--- src/rtl/param_delay_line_pkg.sv ---
// Shared definitions for the parametrised delay line: default sizes and the
// ceiling-log2 helper used to size the tap select and occupancy ports.
package param_delay_line_pkg;

  localparam int DLY_WIDTH_DEF = 8;
  localparam int DLY_DEPTH_DEF = 4;

  // Ceiling log2; clog2(1) = 0, clog2(4) = 2, clog2(5) = 3.
  function automatic int clog2(input int value);
    int res;
    int v;
    res = 0;
    v   = value - 1;
    while (v > 0) begin
      res = res + 1;
      v   = v >> 1;
    end
    return res;
  endfunction

endpackage

--- src/rtl/param_delay_line_stage.sv ---
// One delay-line stage: WIDTH data bits plus a valid flag held in a single
// WIDTH+1-bit register. Asynchronous reset, synchronous clear, clock enable.
// This is the successor of the plain single-bit D flip-flop.
module dly_stage
  import param_delay_line_pkg::*;
#(
  parameter int               WIDTH   = DLY_WIDTH_DEF,
  parameter logic [WIDTH-1:0] RST_VAL = '0
) (
  input  logic             clk,
  input  logic             rst,
  input  logic             en,
  input  logic             sclr,
  input  logic [WIDTH-1:0] d_data,
  input  logic             d_valid,
  output logic [WIDTH-1:0] q_data,
  output logic             q_valid
);

  // Valid flag in the MSB, data below it.
  logic [WIDTH:0] stage_q;

  // Stage register: rst and sclr load RST_VAL with the flag cleared; en loads.
  always_ff @(posedge clk or posedge rst) begin
    if (rst) begin
      stage_q <= {1'b0, RST_VAL};
    end else if (sclr) begin
      stage_q <= {1'b0, RST_VAL};
    end else if (en) begin
      stage_q <= {d_valid, d_data};
    end
  end

  assign q_data  = stage_q[WIDTH-1:0];
  assign q_valid = stage_q[WIDTH];

endmodule

--- src/rtl/param_delay_line.sv ---
// Enable-gated WIDTH x DEPTH register pipeline with per-stage valid flags,
// a combinational tap on any stage and a registered occupancy counter.
// Latency is DEPTH enabled edges; dout comes straight from the last stage.
module param_delay_line
  import param_delay_line_pkg::*;
#(
  parameter int               WIDTH   = DLY_WIDTH_DEF,
  parameter int               DEPTH   = DLY_DEPTH_DEF,
  parameter logic [WIDTH-1:0] RST_VAL = '0,
  parameter int               TAP_W   = (DEPTH > 1) ? clog2(DEPTH) : 1,
  parameter int               OCC_W   = clog2(DEPTH + 1)
) (
  input  logic             clk,
  input  logic             rst,
  input  logic             en,
  input  logic             sclr,
  input  logic             din_valid,
  input  logic [WIDTH-1:0] din,
  input  logic [TAP_W-1:0] tap_sel,
  output logic             dout_valid,
  output logic [WIDTH-1:0] dout,
  output logic             tap_valid,
  output logic [WIDTH-1:0] tap_data,
  output logic [OCC_W-1:0] occupancy
);

  logic [WIDTH-1:0] stg_data [DEPTH];
  logic [DEPTH-1:0] stg_vld;
  logic [OCC_W-1:0] occ_q;

  // Stage 0 takes din; every later stage takes the previous stage's output.
  // Data shifts regardless of its flag; only the flags mark meaningful samples.
  for (genvar i = 0; i < DEPTH; i++) begin : g_stage
    if (i == 0) begin : g_first
      dly_stage #(
        .WIDTH   (WIDTH),
        .RST_VAL (RST_VAL)
      ) u_stage (
        .clk     (clk),
        .rst     (rst),
        .en      (en),
        .sclr    (sclr),
        .d_data  (din),
        .d_valid (din_valid),
        .q_data  (stg_data[i]),
        .q_valid (stg_vld[i])
      );
    end else begin : g_next
      dly_stage #(
        .WIDTH   (WIDTH),
        .RST_VAL (RST_VAL)
      ) u_stage (
        .clk     (clk),
        .rst     (rst),
        .en      (en),
        .sclr    (sclr),
        .d_data  (stg_data[i-1]),
        .d_valid (stg_vld[i-1]),
        .q_data  (stg_data[i]),
        .q_valid (stg_vld[i])
      );
    end
  end

  assign dout       = stg_data[DEPTH-1];
  assign dout_valid = stg_vld[DEPTH-1];

  // Tap mux over the registered stages; an index past the last stage reads as empty.
  always_comb begin
    tap_data  = RST_VAL;
    tap_valid = 1'b0;
    for (int i = 0; i < DEPTH; i++) begin
      if (tap_sel == TAP_W'(i)) begin
        tap_data  = stg_data[i];
        tap_valid = stg_vld[i];
      end
    end
  end

  // Occupancy tracks entries minus exits on enabled edges instead of a popcount,
  // keeping it a short registered adder independent of DEPTH.
  always_ff @(posedge clk or posedge rst) begin
    if (rst) begin
      occ_q <= '0;
    end else if (sclr) begin
      occ_q <= '0;
    end else if (en) begin
      occ_q <= occ_q + OCC_W'(din_valid) - OCC_W'(stg_vld[DEPTH-1]);
    end
  end

  assign occupancy = occ_q;

endmodule
--- config.mk ---
export PLATFORM = sky130hd
export DESIGN_NAME = param_delay_line
export DESIGN_NICKNAME = d
export VERILOG_FILES = /design/src/rtl/param_delay_line_pkg.sv /design/src/rtl/param_delay_line_stage.sv /design/src/rtl/param_delay_line.sv
export SDC_FILE = /design/constraint.sdc
export NUM_CORES = 1
export LEC_CHECK = 0
export CAP_MARGIN = 0
export CELL_PAD_IN_SITES_DETAIL_PLACEMENT = 0
export CELL_PAD_IN_SITES_GLOBAL_PLACEMENT = 1
export CORE_MARGIN = 5
export CORE_UTILIZATION = 27
export CTS_CLUSTER_SIZE = 28
export DETAILED_ROUTE_END_ITERATION = 10
export PLACE_DENSITY = 0.67
export SLEW_MARGIN = 20
export SYNTH_ARGS = -nofsm -noshare
export SYNTH_HDL_FRONTEND = slang
export SYNTH_SLANG_ARGS = --single-unit
--- constraint.sdc ---
create_clock -name clk -period 4.65 [get_ports clk]
set_input_delay 0.93 -clock clk [delete_from_list [all_inputs] [get_ports clk]]
set_output_delay 0.93 -clock clk [all_outputs]
set_load 0.05 [all_outputs]
* Word level (Yosys, flattened, before mapping) *
Cells that the tools add are included.

storage, ports and cells
  bits in registers = 39
  input port bits = 15
  output and inout port bits = 21
  word-level logic and storage cells = 30

cells by class
  add/sub/neg operators = 2
  equality and inequality tests = 3
  muxes and demuxes = 18
  reduce and logical (&&, ||, !) cells = 2

operators by type and width
  cell                                                  count
  2-to-1 mux 9 bit                                      8
  2-to-1 mux 8 bit                                      4
  2-to-1 mux 3 bit                                      2
  equality test 2 bit (second input constant)           2
  2-to-1 mux 1 bit                                      4
  adder 3 x 1 -> 3 bit                                  1
  subtractor 3 x 1 -> 3 bit                             1
  equality test 2 x 1 -> 1 bit (second input constant)  1
  logical NOT 2 bit                                     1
  nonzero test 2 bit                                    1

* Depth between registers and ports, before layout *
Gate-level depths: netlist (run 1).

  depth after elaboration = 5
  gate-level depth with buffers = 9
  depth with buffers taken out = 9

* Cells and area by module *
Synthesis (run 1) repeated with hierarchy kept, for this count alone.

second synthesis, totals
  cells, all modules = 150
  area total of the unflattened synthesis = 1883.1 um^2

by module, submodules not included
  module            times used  cells each  area an instance (um^2)  seq. area each (um^2)
  dly_stage         4           30          367.9                    225.2
  param_delay_line  1           30          411.6                    75.1

* Least setup slack after synthesis (run 1) *
No wires, ideal clock.

  path type = input -> output
  from = input port tap_sel[0]
  to = output port tap_data[0]
  data arrival time = 1.735 ns
  data required time = 3.720 ns
  setup slack = 1.985 ns
  cell stages on the path = 2
  path buffers = 1
  cell sequence = buf_6 > mux4_2

on the way
  cells in the longest elaborated chain, start to end = 5
  elaborated cells on any way between the ends = 8
  those cells by class = 3 x eq/ne; 4 x mux; 1 x reduce/logical

ends and longest elaborated chain
  what                           line                    text
  start: declaration             param_delay_line.sv:19  input logic [TAP_W-1:0] tap_sel,
  logical NOT 2 bit              param_delay_line.sv:73  if (tap_sel == TAP_W'(i)) begin
  2-to-1 mux 8 bit (3 in a row)  param_delay_line.sv:73
  2-to-1 mux 8 bit *             param_delay_line.sv:73
  end: declaration               param_delay_line.sv:23  output logic [WIDTH-1:0] tap_data,

Every way passes the cells marked *; elsewhere a longest branch is shown, timed or not.

* Final worst setup path (run 1) *
Ends and elaborated chain as after synthesis.

==> Flow_metrics.wiki, run 1 <==
{| class="wikitable"
! Metric !! Value
|-
| Outcome || finished clean
|-
| Hold-fix buffers at CTS || 0
|-
| Final Hold Viols || 0
|-
| Post-CTS setup buffer count || 0
|-
| P_sw || around 180 uW
|-
| Share of synthesized cell area in full adder, half adder and majority cells || 2.411%
|-
| Number of violations reported at the end of detailed-routing iteration 0 || 27
|-
| Maximum ir drop on the vdd rail || 0.0001321 V
|-
| Number of vias in the routed layout || 1176
|-
| Number of max-slew violations in the final report || 0
|-
| First-pass GRT wire length || 6.486 mm
|-
| TritonCTS buffer count || 5
|-
| Total detailed-routing wirelength || 3.805 mm
|-
| Post-synthesis share of cell area spent on and, or, nand and nor gates || approximately 8.2%
|-
| Clock root cell || clkbuf_8
|-
| Overall routing resource usage || about a tenth
|-
| Distinct cells, synth || 16
|-
| Hold path depth || 2
|-
| CP startpoint kind || primary input
|-
| Starting Density || 27.65%
|-
| Relative slew slack || between 40% and 50%
|-
| Placer congestion estimate || 0.7112
|-
| Total power density per cell area || 299.4 nW/um2
|-
| Clock-pin slew on the worst setup and hold paths || around 0.070 ns
|-
| Setup violations, final || 0
|-
| Hold Crit Class || flop to flop
|-
| HPWL after detailed placement || 2.663 mm
|-
| Die Width || 93.18 um
|-
| Portion of netlist area occupied by mux cells || between 30% and 40%
|-
| Leakage power || 0.001141 uW
|-
| Class of the most critical setup path || primary input to primary output
|-
| Pin slew with the least headroom to its limit || 0.7674 ns
|-
| Antenna violation net count after detailed routing || 0
|-
| Layout Area Growth over Synthesis || 27.06%
|-
| Startpoint of the lowest-slack register-to-register path || g_stage[3].g_next.u_stage.stage_q[8]
|-
| Proportion of total power due to net switching || 25.57%
|-
| Req. time, crit path || 3.72 ns
|-
| Initial DRT Pass Iterations || 4
|-
| Maximum root-to-sink buffer count || 2
|-
| Standard cell core area || 6756 um2
|-
| Clk network pwr share || 35.3%
|-
| Area of the mapped netlist || approximately 1900 um2
|-
| Synthesized instance count || 148
|-
| Number of fill cells in the layout || 688
|-
| Count of antenna diodes in the layout || 0
|-
| Final cycle utilization of the critical path || a little under nine tenths
|-
| Pin count of the biggest net entering global routing || 23
|-
| Aggregate negative setup slack || 0 ns
|-
| Share of Yosys cell area claimed by the top area cell type || between 50% and 60%
|-
| Combinational share of power || 14.3%
|-
| Vias/cell || 4.455
|-
| Remaining Overflow, GRT || 0
|-
| Core Util, Final || 35.13%
|-
| Fraction of the yosys area taken by sequential cells || about 52%
|-
| Skew final || 0.002415 ns
|-
| Path depth of the worst reg2reg path || 8
|-
| Number of flip-flops and latches in the synthesized netlist || 39
|-
| Destination of the worst hold path || g_stage[2].g_next.u_stage.stage_q[8]
|-
| Clk sinks || 39
|-
| Avg Cell Area, Syn || approximately 13 um2
|-
| Area of all sequential standard cells || approximately 1000 um2
|-
| Number of cell rows || 30
|-
| Vias in the first global route || 1249
|-
| Commonest cells after routing, fill and taps aside || 39 x nor2_1, 39 x dfrtp_1, 38 x mux2i_1
|-
| CP endpoint kind || primary output
|-
| Share of the synthesized area in compound gates (AO/OA/AOI/OAI) || 0.7368%
|-
| Avg WL per Cell || 14.41 um
|-
| Fmax achieved || about 250 MHz
|-
| Startpoint of the tightest hold check path || g_stage[2].g_next.u_stage.stage_q[8]
|-
| Most area-consuming cells after synthesis || dfrtp_1 52%, mux2i_1 20%, mux4_2 11%
|-
| Total DRC errors in the routed layout || 0
|-
| R2R setup slack || 2.73 ns
|-
| Number of warnings issued by yosys || 0
|-
| Number of top-level pins || 36
|-
| Chip height || 93.18 um
|-
| Fraction of final layout cells sized beyond drive strength 1 || about an eighth
|-
| Arrival time reported for the critical path endpoint || a little over 3 ns
|-
| CTS tree || yes
|-
| Nets in the synthesized netlist || 166
|-
| Gates resized, CTS repair || 0
|-
| Int Pwr || 528.9 uW
|-
| Endpoint of the most critical register-to-register path || occupancy[2]
|-
| Floorplan die area || 8683 um2
|-
| Initial antenna violation count || 0
|-
| Flop pwr share || 50.3%
|-
| Max capacitance violation total || 0
|-
| Biggest area consumer among synthesized cells || dfrtp_1
|-
| Shortest period the worst path allows || between 4 and 5 ns
|-
| Number of nets in the finished design || 201
|-
| Clock latency at the later pin of the worst-skew pair || 0.29 ns
|-
| Number of buffer cells added on primary ports || 35
|-
| Synth Area in XOR/XNOR || less than 1%
|-
| Largest family of logic cells by synthesized area || multiplexers
|-
| Area of the multi-input gates || 803.3 um2
|-
| Setup repair after global routing missed its margin || no
|-
| Htree depth || 2
|-
| Maximum net fanout on the critical path || 5
|}
## flip-flops by register name (all words and copies together), names as in the netlist
register / flops
g_stage.g_next.u_stage.stage_q: 27
g_stage.g_first.u_stage.stage_q: 9
occupancy: 3
## cell type report
| class | count | share of cell area (%) |
|---|---|---|
| Multi-Input combinational cell | 93 | 33.84 |
| Clock buffer | 8 | 4.217 |
| Timing Repair Buffer | 39 | 15.81 |
| Inverter | 5 | 0.7907 |
| Sequential cell | 39 | 41.12 |
| Tap cell | 80 | 4.217 |
## per-stage QoR
| stage | hold slack, ns | total power [uW] | instances | setup WS, ns | instance area [um2] |
|---|---|---|---|---|---|
| after floorplan | 0.5028 | 435.1 | 148 | 1.985 | 1868 |
| after global placement | 0.5289 | 468.3 | 256 | 0.6125 | 2273 |
| after detailed placement | 0.5339 | 468.4 | 256 | 0.6131 | 2273 |
| after CTS | 0.5528 | 725.0 | 264 | 0.5890 | 2374 |
| after global routing | 0.5834 | 740.1 | 264 | 0.5295 | 2374 |
| final | 0.5474 | 710.6 | 264 | 0.6328 | 2374 |
## cell usage after synthesis
master,n
a31o_2,1
ha_1,2
mux4_2,9
buf_6,1
a21oi_1,1
clkbuf_1,1
xor2_1,1
dfrtp_1,39
inv_1,5
clkbuf_2,1
nand2b_1,1
nor2_1,39
buf_4,4
fa_1,1
mux2i_1,38
buf_2,4
## power by group through the flow
stage | clock (uW) | sequential, uW | combinational [uW]
2_1_floorplan | 0 | 370 | 65.2
3_3_place_gp | 0 | 365 | 104
3_5_place_dp | 0 | 364 | 104
4_1_cts | 263 | 358 | 105
5_1_grt | 269 | 359 | 111
6_report | 251 | 357 | 102
## worst max path at each step
stage,from,endpoint,slack [ns],cells past startpoint
after global routing,tap_sel[0],tap_valid,0.53,4
after CTS,tap_sel[0],tap_data[0],0.59,4
after global placement,tap_sel[0],tap_valid,0.61,4
after floorplan,tap_sel[0],tap_data[0],1.99,2
after detailed placement,tap_sel[0],tap_data[0],0.61,4
final,tap_sel[0],tap_data[0],0.63,4
## critical path: stages
cell	delay (ns)
clkdlybuf4s50_1	0.67
buf_4	0.24
mux4_2	0.52
clkdlybuf4s50_1	0.72
## logic make-up (layout without fill, tap and decap cells)
group / Yosys count / after routing
fa+ha+maj: 3 / 3
compound gates: 2 / 2
buf+inv: 16 / 52
mux: 47 / 47
simple gates: 40 / 40
xor+xnor: 1 / 1
flops: 39 / 39
## metal layers
layer,part of all wire (%),track usage (%)
met1,47,12.95
met2,46,14.52
met3,4.9,3.218
met4,1.6,3.297
met5,0,0
(Power assumes the default switching activity.)
==> run 2: changes to the inputs <==
Settings changed: CTS_BUF_LIST from default to sky130_fd_sc_hd__clkbuf_4 sky130_fd_sc_hd__clkbuf_8.
==> run 2 against run 1 <==
Global-route usage unchanged. First-iteration DRC count grew 15%. Design area up 0.16%. Via count up 0.60%. Fmax is essentially flat. Wire length hardly changed. Clock skew decreased by 0.00056 ns. Sequential cell count unchanged. Power grew 0.81%. Clock power is 2% higher. Core utilization rose by 0.056 points. Critical path type unchanged. Critical endpoint unchanged. Highest routed layer unchanged.
==> Flow_metrics.wiki, run 2 (synthesis gave the netlist of run 1 again) <==
{| class="wikitable"
! Metric !! Value
|-
| Outcome || finished clean
|-
| Initial antenna violation count || 0 (unchanged)
|-
| Layout Area Growth over Synthesis || 27.26%
|-
| Post-route met1 wirelength || 1.803 mm (+0.56%)
|-
| TritonCTS buffer count || 5 (unchanged)
|-
| Gates resized, CTS repair || 0 (unchanged)
|-
| Antenna violation net count after detailed routing || 0 (unchanged)
|-
| Met3 WL post-DR || 186 um (unchanged)
|-
| Number of fill cells in the layout || 690 (+0.29%)
|-
| Clock root cell || clkbuf_8
|-
| Total power density per cell area || 301.3 nW/um2 (+0.65%)
|-
| Maximum ir drop on the vdd rail || 0.0001353 V (+2.4%)
|-
| Class of the most critical setup path || primary input to primary output
|-
| Max capacitance violation total || 0 (unchanged)
|-
| Fraction of final layout cells sized beyond drive strength 1 || 12.50% (+0.54 points)
|-
| Shortest period the worst path allows || 4.017 ns (+0.0002490 ns)
|-
| Chip height || 93.18 um (unchanged)
|-
| Relative slew slack || 48.74% (about the same)
|-
| Floorplan die area || 8683 um2 (unchanged)
|-
| Clk sinks || 39 (unchanged)
|-
| Core Util, Final || 35.19% (+0.056 points)
|-
| Number of violations reported at the end of detailed-routing iteration 0 || 31 (+15%)
|-
| Total cell area at the placement stage || 2273 um2 (unchanged)
|-
| HPWL after detailed placement || 2.663 mm (unchanged)
|-
| Number of buffer cells added on primary ports || 35 (unchanged)
|-
| First-pass GRT wire length || 6.479 mm (-0.11%)
|-
| Arrival time reported for the critical path endpoint || 3.09 ns (about the same)
|-
| Post-route cell area || 2377 um2 (+0.16%)
|-
| Maximum net fanout on the critical path || 5 (unchanged)
|-
| Clock latency at the later pin of the worst-skew pair || 0.29 ns (about the same)
|-
| Max reg flops || 27 (unchanged)
|-
| Clock-pin slew on the worst setup and hold paths || 0.07 ns (about the same)
|-
| Starting Density || 27.65% (unchanged)
|-
| CP startpoint kind || primary input
|-
| Area of the multi-input gates || 803.3 um2 (unchanged)
|-
| Number of nets in the finished design || 201 (unchanged)
|-
| Skew final || 0.001856 ns (-0.0005589 ns)
|-
| Number of top-level pins || 36 (unchanged)
|-
| Total detailed-routing wirelength || 3.803 mm (about the same)
|-
| Uppermost layer routed || met4
|-
| Standard cell core area || 6756 um2 (unchanged)
|-
| Overall routing resource usage || 9.629% (unchanged)
|-
| Aggregate negative setup slack || 0 ns (unchanged)
|-
| Initial DRT Pass Iterations || 4 (unchanged)
|-
| Area of all sequential standard cells || 975.9 um2 (unchanged)
|-
| Vias/cell || 4.481 (+0.60%)
|-
| CTS tree || yes
|-
| Largest register by flop count || g_stage.g_next.u_stage.stage_q
|-
| Number of max-slew violations in the final report || 0 (unchanged)
|-
| R2R setup slack || 2.72 ns (about the same)
|-
| Die Width || 93.18 um (unchanged)
|-
| Post-CTS setup buffer count || 0 (unchanged)
|-
| WL met2 || 1.751 mm (-0.68%)
|-
| Final Hold Viols || 0 (unchanged)
|-
| Remaining Overflow, GRT || 0 (unchanged)
|-
| CP endpoint kind || primary output
|-
| Final cycle utilization of the critical path || 86.40% (about the same)
|-
| Number of vias in the routed layout || 1183 (+0.60%)
|-
| Hold-fix buffers at CTS || 0 (unchanged)
|-
| Hold Crit Class || flop to flop
|-
| Maximum root-to-sink buffer count || 2 (unchanged)
|-
| Leakage power || 0.001145 uW (+0.30%)
|-
| Fmax achieved || 248.9 MHz (about the same)
|-
| Pin slew with the least headroom to its limit || 0.7681 ns (+0.0006891 ns)
|-
| Pin count of the biggest net entering global routing || 23 (unchanged)
|-
| Avg WL per Cell || 14.41 um (about the same)
|-
| Placer congestion estimate || 0.7112 (unchanged)
|-
| Req. time, crit path || 3.72 ns (about the same)
|-
| Commonest cells after routing, fill and taps aside || 39 x nor2_1, 39 x dfrtp_1, 38 x mux2i_1
|-
| Setup repair after global routing missed its margin || no
|-
| Htree depth || 2 (unchanged)
|-
| Setup violations, final || 0 (unchanged)
|-
| Count of antenna diodes in the layout || 0 (unchanged)
|-
| Vias in the first global route || 1241 (-0.64%)
|-
| Total DRC errors in the routed layout || 0 (unchanged)
|-
| Number of cell rows || 30 (unchanged)
|}
run 2: worst paths after layout:
check	cells after the start	from	to
setup reg to reg	8	g_stage[3].g_next.u_stage.stage_q[8]	occupancy[2]
hold reg to reg	2	g_stage[2].g_next.u_stage.stage_q[8]	g_stage[2].g_next.u_stage.stage_q[8]
hold / removal	2	g_stage[2].g_next.u_stage.stage_q[8]	g_stage[2].g_next.u_stage.stage_q[8]
setup / recovery	4	tap_sel[0]	tap_data[0]
min in group asynchronous	2	rst	g_stage[0].g_first.u_stage.stage_q[3]
max in group asynchronous	3	rst	g_stage[3].g_next.u_stage.stage_q[0]
run 2: area by class of cell:
cell class | count | share of cell area [%]
sequential | 39 | 41.05
multi-input combinational | 93 | 33.79
clock buffer | 8 | 4.368
inverter | 5 | 0.7895
tap | 80 | 4.211
timing repair buffer | 39 | 15.79
run 2: critical path, cell delays in order:
cell,delay [ns]
clkdlybuf4s50_1,0.67
buf_4,0.24
mux4_2,0.52
clkdlybuf4s50_1,0.72
run 2: power by group:
group          total (uW)  switching, uW  internal, uW  leakage, uW
Clock                 257            116           141    0.0000549
Combinational         102           57.9          44.0     0.000555
Sequential            357           8.07           349     0.000535
Total                 716            182           535      0.00114
run 2: per-layer routing:
metal	up-vias	track usage, %
met1	579	13.05
met2	25	14.40
met3	6	3.218
met5	-	0
met4	0	3.297
li1	573	-
run 2: metrics by stage:
| stage | hold slack [ns] | cells | worst slack (ns) | power (uW) |
|---|---|---|---|---|
| 6_report | 0.5474 | 264 | 0.6325 | 716.3 |
| 2_1_floorplan | 0.5028 | 148 | 1.985 | 435.1 |
| 3_5_place_dp | 0.5339 | 256 | 0.6131 | 468.4 |
| 3_3_place_gp | 0.5289 | 256 | 0.6125 | 468.3 |
| 5_1_grt | 0.5834 | 264 | 0.5295 | 746.5 |
| 4_1_cts | 0.5529 | 264 | 0.5890 | 730.9 |
